**config.mk**
```make
export PLATFORM = sky130hd
export DESIGN_NAME = bitset_index_streamer_flat
export DESIGN_NICKNAME = d
export VERILOG_FILES = /design/src/rtl/encoder_pkg.sv /design/src/rtl/bitset_index_streamer_if.sv /design/src/rtl/bitset_index_streamer_pri_enc.sv /design/src/rtl/bitset_index_streamer.sv /design/src/flat_wrapper.sv
export SDC_FILE = /design/constraint.sdc
export NUM_CORES = 1
export LEC_CHECK = 0
export BUFFER_PORTS_ARGS = -buffer_cell sky130_fd_sc_hd__clkbuf_2
export CAP_MARGIN = 10
export CORE_ASPECT_RATIO = 0.75
export CORE_UTILIZATION = 30
export DETAILED_ROUTE_END_ITERATION = 10
export SLEW_MARGIN = 0
export SYNTH_ARGS = -nofsm -noshare
export SYNTH_HDL_FRONTEND = slang
export SYNTH_HIERARCHICAL = 1
export SYNTH_SLANG_ARGS = --single-unit
```
**constraint.sdc**
```tcl
create_clock -name clk -period 3 [get_ports clk]
set_input_delay 0.45 -clock clk [delete_from_list [all_inputs] [get_ports clk]]
set_output_delay 0.45 -clock clk [all_outputs]
set_load 0.01 [all_outputs]
```
**src/rtl/encoder_pkg.sv**
```systemverilog
// Shared types and helpers for the priority-encoder family.
// No logic of its own; pure declarations.
// No flow control; compile-time constants only.
package encoder_pkg;

  localparam bit DIR_LSB_FIRST = 1'b0;
  localparam bit DIR_MSB_FIRST = 1'b1;

  typedef enum logic {
    IDLE = 1'b0,
    EMIT = 1'b1
  } state_t;

  // Index width for an n-wide vector; never narrower than one bit.
  function automatic int clog2_min1(input int n);
    return (n <= 2) ? 1 : $clog2(n);
  endfunction

endpackage

```
**src/rtl/bitset_index_streamer_if.sv**
```systemverilog
// Request-vector input stream and index output stream for the streamer.
// No latency; signal bundle only.
// valid/ready on both sides; the producer holds in_vec until in_ready.
interface bitset_index_streamer_if #(
  parameter int N = 8
);
  localparam int IW = encoder_pkg::clog2_min1(N);

  logic          in_valid;
  logic          in_ready;
  logic [N-1:0]  in_vec;
  logic          out_valid;
  logic          out_ready;
  logic [IW-1:0] out_idx;
  logic          out_last;
  logic          out_none;

  modport master (
    output in_valid, in_vec, out_ready,
    input  in_ready, out_valid, out_idx, out_last, out_none
  );

  modport slave (
    input  in_valid, in_vec, out_ready,
    output in_ready, out_valid, out_idx, out_last, out_none
  );

endinterface

```
**src/rtl/bitset_index_streamer_pri_enc.sv**
```systemverilog
// Parametrised priority encoder: index of first set bit in chosen direction.
// Purely combinational, zero latency.
// No flow control; idx is 0 when vec is all-zero.
module pri_enc
  import encoder_pkg::*;
#(
  parameter int N         = 8,
  parameter bit MSB_FIRST = DIR_LSB_FIRST,
  localparam int IW       = clog2_min1(N)
) (
  input  logic [N-1:0]  vec,
  output logic [IW-1:0] idx,
  output logic          any,
  output logic          single
);

  // Scan so the winning bit is the last one assigned.
  always_comb begin
    idx = '0;
    if (MSB_FIRST == DIR_MSB_FIRST) begin
      for (int i = 0; i < N; i++) begin
        if (vec[i]) idx = IW'(i);
      end
    end else begin
      for (int i = N - 1; i >= 0; i--) begin
        if (vec[i]) idx = IW'(i);
      end
    end
  end

  assign any    = |vec;
  // Clearing the lowest set bit leaves nothing iff at most one bit was set.
  assign single = ((vec & (vec - N'(1))) == '0);

endmodule

```
**src/rtl/bitset_index_streamer.sv**
```systemverilog
// Captures an N-bit vector, then streams the index of each set bit, one per beat.
// First beat visible the cycle after capture; one bubble cycle between vectors.
// Output fields hold while out_ready is low; in_ready is low while emitting.
module bitset_index_streamer
  import encoder_pkg::*;
#(
  parameter int N         = 8,
  parameter bit MSB_FIRST = DIR_LSB_FIRST
) (
  input  logic                   clk,
  input  logic                   rst_n,
  bitset_index_streamer_if.slave bus,
  output logic                   busy
);

  localparam int IW = clog2_min1(N);

  state_t        state_q, state_d;
  logic [N-1:0]  pending_q, pending_d;
  logic          zero_q, zero_d;

  logic [IW-1:0] enc_idx;
  logic          enc_any;
  logic          enc_single;
  logic          beat_last;

  pri_enc #(
    .N        (N),
    .MSB_FIRST(MSB_FIRST)
  ) u_pri_enc (
    .vec   (pending_q),
    .idx   (enc_idx),
    .any   (enc_any),
    .single(enc_single)
  );

  // An empty pending vector always closes the beat sequence.
  assign beat_last = zero_q || !enc_any || enc_single;

  // State and held vector; reset discards anything in flight.
  always_ff @(posedge clk or negedge rst_n) begin
    if (!rst_n) begin
      state_q   <= IDLE;
      pending_q <= '0;
      zero_q    <= 1'b0;
    end else begin
      state_q   <= state_d;
      pending_q <= pending_d;
      zero_q    <= zero_d;
    end
  end

  // Next-state and beat outputs, all derived from registered state.
  always_comb begin
    state_d       = state_q;
    pending_d     = pending_q;
    zero_d        = zero_q;
    bus.in_ready  = 1'b0;
    bus.out_valid = 1'b0;
    bus.out_idx   = '0;
    bus.out_last  = 1'b0;
    bus.out_none  = 1'b0;
    busy          = 1'b0;

    unique case (state_q)
      IDLE: begin
        bus.in_ready = 1'b1;
        if (bus.in_valid) begin
          pending_d = bus.in_vec;
          zero_d    = (bus.in_vec == '0);
          state_d   = EMIT;
        end
      end
      EMIT: begin
        bus.out_valid = 1'b1;
        bus.out_idx   = zero_q ? '0 : enc_idx;
        bus.out_last  = beat_last;
        bus.out_none  = zero_q;
        busy          = 1'b1;
        if (bus.out_ready) begin
          if (beat_last) begin
            pending_d = '0;
            zero_d    = 1'b0;
            state_d   = IDLE;
          end else begin
            pending_d = pending_q & ~(N'(1) << enc_idx);
          end
        end
      end
      default: state_d = IDLE;
    endcase
  end

endmodule

```
**src/flat_wrapper.sv**
```systemverilog
// flat-port wrapper written by rule: the top's interface ports become plain ports
module bitset_index_streamer_flat import encoder_pkg::*;
#(
  parameter int N         = 8,
  parameter bit MSB_FIRST = DIR_LSB_FIRST
)
  (clk, rst_n, busy, bus_in_valid, bus_in_vec, bus_out_ready, bus_in_ready, bus_out_valid, bus_out_idx, bus_out_last, bus_out_none);
  bitset_index_streamer_if #(.N(N)) bus_i ();
  input  logic clk;
  input  logic rst_n;
  output logic busy;
  input wire logic [$bits(bus_i.in_valid)-1:0] bus_in_valid;
  input wire logic [$bits(bus_i.in_vec)-1:0] bus_in_vec;
  input wire logic [$bits(bus_i.out_ready)-1:0] bus_out_ready;
  output wire logic [$bits(bus_i.in_ready)-1:0] bus_in_ready;
  output wire logic [$bits(bus_i.out_valid)-1:0] bus_out_valid;
  output wire logic [$bits(bus_i.out_idx)-1:0] bus_out_idx;
  output wire logic [$bits(bus_i.out_last)-1:0] bus_out_last;
  output wire logic [$bits(bus_i.out_none)-1:0] bus_out_none;
  assign bus_i.in_valid = bus_in_valid;
  assign bus_i.in_vec = bus_in_vec;
  assign bus_i.out_ready = bus_out_ready;
  assign bus_in_ready = bus_i.in_ready;
  assign bus_out_valid = bus_i.out_valid;
  assign bus_out_idx = bus_i.out_idx;
  assign bus_out_last = bus_i.out_last;
  assign bus_out_none = bus_i.out_none;
  bitset_index_streamer #(.N(N), .MSB_FIRST(MSB_FIRST)) u_core (.clk(clk), .rst_n(rst_n), .bus(bus_i), .busy(busy));
endmodule
```
==> out/qor.yml, run 1 <==
outcome:
  status: "finished clean"
global_route:
  grt_max_degree: 12
  grt_pass1_vias: 565
  grt_pass1_wl_um: 2750
  antenna_found_initial: 0
  gr-total-overflow: 0
  track_usage: 0.153
clock_network:
  cts_buffer_depth: 2
  cts_made_buffers: 3
  cts_resized: 0
  clk_latency_ns: 0.27
  cts_tree: "done"
  post_cts_buffers: 0
  clockRootBuffer: "clkbuf_4"
  ctsHoldBuffers: 0
  clock-sinks: 10
  h-tree-depth: 1
  clk_pin_slew_ns: 0.07
floorplan:
  ios: 20
  core.rowCount: 14
  start_util: 0.331
  fp.dieW_um: 57.1
  core-area_mm2: 0.00207
  die_y_um: 43.3
  die_area_mm2: 0.00247
synthesis:
  yosysWarnings: 6
  syn-num-nets: 87
  synth_edf_count: 0
  netlist_area_um2: 683
  synthCells: 75
  ys_seq_area_frac: 0.366
  synth_top_area_share: 0.366
  synthTopCellsByArea: "dfrtp_1 (37%), a32o_1 (12%), nor2_1 (4.9%), a21oi_1 (4.4%), nor3_1 (4.4%)"
  yosysMostFrequentCell: "dfrtp_1"
  yosys.area.top_type: "dfrtp_1"
  synth.distinct_cells: 29
  avgSynthCellArea_um2: 9.11
  async_reset_ff_frac: 1.00
  synth_ff_type: "dfrtp_1"
  synthTopCellsByCount: "dfrtp_1 (10), nor2_1 (9), a32o_1 (8), a21oi_1 (6), nor3_1 (6)"
  synth_seq_cells: 10
cells_and_area:
  antenna_cells: 0
  area_growth_pct: 22.0
  nets: 109
  drive_gt1_frac: 0.323
  finalInstanceArea_um2: 833
worst_setup_path:
  crit_path_start_kind: "flip-flop"
  crit_type: "reg -> out"
  cp_max_fo: 6
  crit_path_end_kind: "output pin"
  arrival_ns: 2.26
  required_ns: 2.55
route:
  ant_nets: 0
  wl_per_cell_um: 13.7
  drtIter0Drc: 24
  drcViolationCount: 0
  dr.pass1.iters: 4
  via_per_inst: 5.49
  num_vias: 659
  drt_wl_total_um: 1650
sta:
  relSlewSlack: 0.514
  max_freq_ghz: 0.369
  fin_crit_sh: 0.903
  setup_viol: 0
  final_hold_viol_count: 0
  tightest_slew_ns: 0.723
  worst_clock_skew_ns: 0.00834
  slew_violations: 0
  rsz0062_at_grt: "no"
  fin_crit_ns: 2.71
  tns_ns: 0
power_and_ir_drop:
  powerDensity_mw_per_mm2: 1290
  vdd_ir_drop_max_v: 0.000459
  power.total_w: 0.00107
  p_leak_nw: 0.367
hold_path:
  hold_path.class: "in -> async"
placement:
  dp.final_hpwl_um: 1250
  dpl_cell_area_um2: 797
  numPortBuffers: 19
  gp_congestion: 0.795
job:
  cap_violations: 0
## state kept, by name, indices dropped and copies added (netlist names)
register / flops
u_core/state_q: 1
u_core/pending_q: 8
u_core/zero_q: 1
## cell usage in the layout (no fill, tap or decap), types with 4 or more instances in the layout
cell and instances:
a21oi_1 6, nand2_1 4, clkbuf_2 19, nor2_1 9, inv_1 4, a32o_1 8
nor3_1 6, dfrtp_1 10
## worst paths after layout
kind	slack, ns	to	startpoint	cells past startpoint
worst max register to register	0.85	u_core/pending_q[6]	u_core/pending_q[3]	6
worst max-delay path	0.29	bus_out_last	u_core/pending_q[3]	7
max in group asynchronous	2.74	u_core/pending_q[7]	rst_n	1
worst min-delay path	0.03	u_core/zero_q	rst_n	1
min in group clk	0.37	u_core/state_q	bus_out_ready	2
worst min register to register	0.61	u_core/pending_q[7]	u_core/pending_q[7]	1
## stage by stage
stage | hold WS [ns] | util | worst slack [ns] | instances
floorplan | 0.154 | - | 0.750 | 75
global placement | 0.342 | 0.386 | 0.619 | 116
detailed placement | 0.339 | 0.386 | 0.599 | 116
CTS | 0.0411 | 0.403 | 0.295 | 120
global route | 0.0578 | 0.403 | 0.144 | 120
finish | 0.0338 | 0.403 | 0.291 | 120
## critical path: stages, from the launching register on
cell and delay [ns]:
dfrtp_1 0.43, or4_1 0.61, a2111oi_2 0.23, a21oi_1 0.07, nor2_1 0.25, nor2_1 0.07
a21oi_1 0.18, clkbuf_2 0.16
## cell type report
class                           instances  area [um2]
Fill cell                             210        1230
Sequential cell                        10         250
Timing Repair Buffer                   21         110
Inverter                                4        15.0
Tap cell                               24        30.0
Multi-Input combinational cell         57         392
Clock buffer                            4        36.3
## cell families (layout without fill, tap and decap cells)
group	Yosys count	count (layout)	share of synthesized area
flops	10	10	0.366
buf+inv	8	29	0.0604
compound gates	20	20	0.255
simple gates	35	35	0.282
fa+ha+maj	1	1	0.0147
mux	1	1	0.0220
## report_power, final
group	switching [W]	internal [W]
sequential	0.0000876	0.000186
combinational	0.000369	0.000306
clock	0.0000503	0.0000738
total	0.000507	0.000566
## per-layer routing
layer  vias to the layer above  share of wire  global-route usage
met5                         -              0                   0
met4                         0          0.013              0.0585
met3                         4          0.043              0.0457
met2                        12           0.41               0.207
met1                       310           0.53               0.227
li1                        333              -                   -
Power figures use the tool's default switching activity.
==> inputs of run 2 (changes only) <==
--- a/config.mk
+++ b/config.mk
@@ -5,11 +5,13 @@
 export SDC_FILE = /design/constraint.sdc
 export NUM_CORES = 1
 export LEC_CHECK = 0
+export ABC_AREA = 1
 export BUFFER_PORTS_ARGS = -buffer_cell sky130_fd_sc_hd__clkbuf_2
 export CAP_MARGIN = 10
 export CORE_ASPECT_RATIO = 0.75
 export CORE_UTILIZATION = 30
 export DETAILED_ROUTE_END_ITERATION = 10
+export GPL_ROUTABILITY_DRIVEN = 0
 export SLEW_MARGIN = 0
 export SYNTH_ARGS = -nofsm -noshare
 export SYNTH_HDL_FRONTEND = slang
==> run 2 against run 1 <==
  * Synthesized cell count up 67%
  * Die area up 15%
  * Sequential power down 5%
  * Non-clock buffer count down 2
  * Cell count up 51%
  * Clock power about the same
  * Clock skew about the same
  * Critical endpoint is now bus_out_idx[2]
==> out/qor.yml, run 2 <==
outcome:
  status: "finished clean"
synthesis:
  synth.distinct_cells: 20
  synth_fa_ha_area_frac: 0
  synth_top_family_by_area: "simple AND/OR/NAND/NOR gates"
  synth_ff_type: "dfrtp_1"
  yosys.area_share.simple: 0.533
  netlist_area_um2: 787
  yosys.area.top_type: "dfrtp_1"
  synth_top_area_share: 0.318
  synth_edf_count: 0
  synthCells: 125
  yosysWarnings: 6
  avgSynthCellArea_um2: 6.30
  synth_xor_area_frac: 0
  synth_mux_area_frac: 0
  synth_seq_cells: 10
  ys_seq_area_frac: 0.318
  synthTopCellsByCount: "nand2_1 (42), nor2_1 (19), inv_1 (18), nand3_1 (15), dfrtp_1 (10)"
  synthTopCellsByArea: "dfrtp_1 (32%), nand2_1 (20%), nand3_1 (9.5%), nor2_1 (9.1%), inv_1 (8.6%)"
  synth_compound_area_frac: 0.0493
  syn-num-nets: 137
  yosysMostFrequentCell: "nand2_1"
  async_reset_ff_frac: 1.00
placement:
  numPortBuffers: 19
  place_ws_ns: 1.19
  dpl_cell_area_um2: 917
  numPlacedInstances: 177
  dp.final_hpwl_um: 1600
worst_setup_path:
  slowest_delay_ns: 0.45
  crit_path_top_delay_cell: "dfrtp_1"
  path_common_cell: "nor2_1"
  arrival_ns: 1.69
  cp_max_fo: 6
  crit_family: "simple AND/OR/NAND/NOR gates"
  required_ns: 2.55
  path_cells: "nor2_4 > nand2_2 > nor2_1 > inv_1 > nor2_1 > clkbuf_2"
  crit_type: "reg -> out"
  path_buf_inv: 2
  crit_path_end_kind: "output pin"
  crit_path_start_kind: "flip-flop"
global_route:
  track_usage: 0.161
  gr-total-overflow: 0
  antenna_found_initial: 0
  grt_pass1_vias: 697
  grt_max_degree: 11
  grt_pass1_wl_um: 3160
hold_path:
  hold_path.class: "in -> async"
floorplan:
  start_util: 0.330
  die_y_um: 46.4
  ios: 20
  fp.dieW_um: 61.1
  core-area_mm2: 0.00238
  core.rowCount: 15
  die_area_mm2: 0.00283
cells_and_area:
  antenna_cells: 0
  finalInstanceArea_um2: 953
  drive_gt1_frac: 0.245
  final_cells: 181
  largest_register_ffs: 8
  top_register: "u_core/pending_q"
  area_growth_pct: 21.1
  layout_common_cells: "nand2_1 (42), clkbuf_2 (19), nor2_1 (19)"
  nets: 160
  final_common_cell: "nand2_1"
  reg_top3: "u_core/pending_q: 8 flops, u_core/state_q: 1 flops, u_core/zero_q: 1 flops"
sta:
  fin_crit_ns: 2.14
  max_freq_ghz: 0.468
  relSlewSlack: 0.789
  fin_crit_sh: 0.712
  rsz0062_at_grt: "no"
  tns_ns: 0
  final_hold_viol_count: 0
  slew_violations: 0
  worst_clock_skew_ns: 0.00791
  setup_viol: 0
  finalWorstSetupSlack_ns: 0.865
  tightest_slew_ns: 0.316
route:
  via_per_inst: 4.58
  wl_per_cell_um: 10.8
  drtIter0Drc: 48
  num_vias: 829
  drt_wl_total_um: 1950
  drcViolationCount: 0
  ant_nets: 0
  dr.pass1.iters: 4
clock_network:
  post_cts_buffers: 0
  clk_latency_ns: 0.27
  cts_made_buffers: 3
  clk_pin_slew_ns: 0.08
  cts_tree: "done"
  cts_buffer_depth: 2
  h-tree-depth: 1
  clock-sinks: 10
  clockRootBuffer: "clkbuf_4"
  cts_resized: 0
  ctsHoldBuffers: 0
power_and_ir_drop:
  vdd_ir_drop_max_v: 0.000252
  p_leak_nw: 0.560
  powerDensity_mw_per_mm2: 1090
job:
  cap_violations: 0
[run 2: cell count changes after synthesis, moves of 5 or more]
cell	change
nand2_1	+38
inv_1	+14
nand3_1	+13
nor2_1	+10
a32o_1	-8
nor3_1	-6
a21oi_1	-5
[run 2: metrics by stage]
step / utilization / hold WS (ns) / total power [W]
finish: 0.400 / 0.0341 / 0.00104
global route: 0.400 / 0.0488 / 0.00114
CTS: 0.400 / 0.0480 / 0.00104
detailed placement: 0.385 / 0.345 / 0.000909
global placement: 0.385 / 0.339 / 0.000905
floorplan: - / 0.154 / 0.000743
[run 2: kinds of logic after synthesis]
logic type / count (synthesis)
AO/OA/AOI/OAI: 6
buffers and inverters: 20
AND/OR/NAND/NOR: 89
flip-flops: 10
[run 2: per-layer routing]
metal | vias to the layer above | track usage | part of all wire
met2 | 19 | 0.209 | 0.41
li1 | 424 | - | -
met5 | - | 0 | 0
met1 | 384 | 0.243 | 0.53
met3 | 2 | 0.0421 | 0.046
met4 | 0 | 0.0682 | 0.011
[run 2: final cells by class]
class	instances	area (um2)
Sequential cell	10	250
Clock buffer	4	36.3
Timing Repair Buffer	19	95.1
Tap cell	34	42.5
Fill cell	276	1430
Inverter	19	71.3
Multi-Input combinational cell	95	458
[run 2: where the power goes]
group,switching (W),internal (W)
registers,0.0000774,0.000183
logic,0.000422,0.000230
clock network,0.0000536,0.0000737
[run 2: path summary, 6_finish.rpt]
check | startpoint | end | slack [ns] | cells past startpoint
worst max-delay path | u_core/pending_q[1] | bus_out_idx[2] | 0.86 | 6
worst min-delay path | rst_n | u_core/pending_q[1] | 0.03 | 1
worst max register to register | u_core/pending_q[1] | u_core/pending_q[4] | 1.40 | 8
worst min register to register | u_core/pending_q[6] | u_core/pending_q[6] | 0.58 | 2
max in group asynchronous | rst_n | u_core/pending_q[5] | 2.74 | 1
min in group clk | bus_in_vec[3] | u_core/pending_q[3] | 0.40 | 3
==> inputs of run 3 (changes only) <==
==> constraint.sdc (replaced) <==
create_clock -name clk -period 1.9 [get_ports clk]
set_input_delay 0.285 -clock clk [delete_from_list [all_inputs] [get_ports clk]]
set_output_delay 0.285 -clock clk [all_outputs]
set_load 0.01 [all_outputs]
==> run 3 against run 2 <==
  * Worst setup slack lost 0.86 ns
  * Routed wire length grew 6.3%
  * Core utilization grew 2.5 points
  * Sequential share of layout area shrank 0.94 points
  * Sequential power grew 61%
  * Clock power grew 57%
  * Via count grew 2.2%
  * Combinational power grew 78%
  * Clock skew shrank 0.0027 ns
  * Total power grew 71%
  * Cell area grew 6.3%
  * Register-to-register slack lost 1.1 ns
==> out/qor.yml, run 3 (same netlist as run 2, synthesis figures left out) <==
outcome:
  status: "finished clean"
route:
  ant_nets: 0
  drcViolationCount: 0
  wl_per_cell_um: 11.2
  via_per_inst: 4.58
  drtIter0Drc: 46
  num_vias: 847
  drt_wl_total_um: 2070
  dr.pass1.iters: 4
sta:
  rsz0062_at_grt: "yes"
  worst_clock_skew_ns: 0.00518
  fin_crit_ns: 1.89
  finalWorstSetupSlack_ns: 0.00518
  slew_violations: 0
  fin_crit_sh: 0.997
  setup_viol: 0
  relSlewSlack: 0.819
  whs_ns: 0.231
  tightest_slew_ns: 0.271
  tns_ns: 0
  final_hold_viol_count: 0
  max_freq_ghz: 0.528
power_and_ir_drop:
  p_seq_frac: 0.236
  p_comb_frac: 0.652
  powerDensity_mw_per_mm2: 1750
  netSwitchingFraction: 0.524
  power.switching_w: 0.000932
  vdd_ir_drop_max_v: 0.000437
  p_leak_nw: 0.576
  p_int_w: 0.000846
  clkPwrFrac: 0.112
  power.total_w: 0.00178
floorplan:
  die_area_mm2: 0.00283
  core-area_mm2: 0.00238
  start_util: 0.330
  fp.dieW_um: 61.1
  die_y_um: 46.4
  core.rowCount: 15
  ios: 20
worst_setup_path:
  path_cells: "or2_1 > nor3_2 > nand3_1 > inv_1 > nor2_2 > o21ai_1 > buf_2"
  cp_max_fo: 4
  startpoint: "u_core/pending_q[7]"
  required_ns: 1.62
  slowest_delay_ns: 0.42
  crit_type: "reg -> out"
  r2r-start: "u_core/pending_q[7]"
  crit_end: "bus_out_last"
  crit_path_end_kind: "output pin"
  crit_path_start_kind: "flip-flop"
  crit_path_top_delay_cell: "dfrtp_1"
  worstRegToRegCells: 9
  arrival_ns: 1.61
  reg2reg_setup_slack_ns: 0.32
  r2r-end: "u_core/pending_q[0]"
clock_network:
  cts_buffer_depth: 2
  clk_latency_ns: 0.27
  clockRootBuffer: "clkbuf_4"
  cts_made_buffers: 3
  cts_tree: "done"
  h-tree-depth: 1
  clock-sinks: 10
  clk_pin_slew_ns: 0.08
global_route:
  grt_max_degree: 11
  track_usage: 0.165
  grt_pass1_vias: 712
  grt_pass1_wl_um: 3190
  gr-total-overflow: 0
  antenna_found_initial: 0
cells_and_area:
  antenna_cells: 0
  top_register: "u_core/pending_q"
  largest_register_ffs: 8
  reg_top3: "u_core/pending_q: 8 flops, u_core/state_q: 1 flops, u_core/zero_q: 1 flops"
  nets: 164
  drive_gt1_frac: 0.331
  finalCoreUtilization: 0.425
  final_common_cell: "nand2_1"
  area_growth_pct: 28.8
  layout_common_cells: "nand2_1 (42), clkbuf_2 (18), inv_1 (17), nor2_1 (17), nand3_1 (15)"
job:
  cap_violations: 0
placement:
  numPortBuffers: 19
  dp.final_hpwl_um: 1600
  place_ws_ns: 0.255
hold_path:
  hold_path.class: "in -> reg"
==> run 3: cell count changes in the layout (fill, tap and decap cells not counted), sizes merged <==
cell	delta
dlygate4sd3	+1
buf	+4
clkbuf	-1
==> run 3: layout make-up <==
| class | count | area, um2 |
|---|---|---|
| inverter | 19 | 71.3 |
| sequential | 10 | 256 |
| tap | 34 | 42.5 |
| multi-input combinational | 95 | 479 |
| clock buffer | 4 | 36.3 |
| fill | 273 | 1370 |
| timing repair buffer | 23 | 128 |
==> run 3: timing repair <==
action,CTS,global route
hold buffers,1,0
resized for setup,7,7
endpoints found under the hold margin,10,0
pin swaps,1,4
buffers inserted,1,2
setup endpoints to repair,4,4
==> run 3: per-layer routing <==
layer / vias up / global-route usage / part of all wire
met4: 0 / 0.0682 / 0.011
li1: 435 / - / -
met3: 2 / 0.0421 / 0.029
met5: - / 0 / 0
met1: 394 / 0.245 / 0.53
met2: 16 / 0.220 / 0.43
==> run 3: critical path, delay by kind of cell, from the launching register on <==
family / cells / cell delay, ns
flip-flops: 1 / 0.42
buffers and inverters: 2 / 0.22
AO/OA/AOI/OAI: 1 / 0.10
AND/OR/NAND/NOR: 4 / 0.61
==> run 3: through the flow <==
stage	cell area, um2	std cells
after floorplan	787	125
after global placement	917	177
after detailed placement	917	177
after CTS	982	183
after global routing	1010	185
final	1010	185
==> run 3: worst min-delay path by stage <==
| stage | from | end | depth (start not counted) | slack, ns |
|---|---|---|---|---|
| 2_1_floorplan | rst_n | u_core/pending_q[0] | 0 | -0.01 |
| 3_3_place_gp | rst_n | u_core/pending_q[1] | 1 | 0.17 |
| 3_5_place_dp | rst_n | u_core/pending_q[1] | 1 | 0.18 |
| 4_1_cts | bus_in_vec[4] | u_core/pending_q[4] | 3 | 0.23 |
| 5_1_grt | bus_in_vec[7] | u_core/pending_q[7] | 3 | 0.23 |
| 6_report | bus_in_vec[4] | u_core/pending_q[4] | 3 | 0.23 |
==> run 3: power groups by stage <==
stage / Clock (W) / Combinational [W] / Sequential [W]
2_1_floorplan: 0 / 0.000788 / 0.000385
3_3_place_gp: 0 / 0.00102 / 0.000409
3_5_place_dp: 0 / 0.00102 / 0.000414
4_1_cts: 0.000204 / 0.00107 / 0.000413
5_1_grt: 0.000216 / 0.00128 / 0.000433
6_report: 0.000199 / 0.00116 / 0.000419
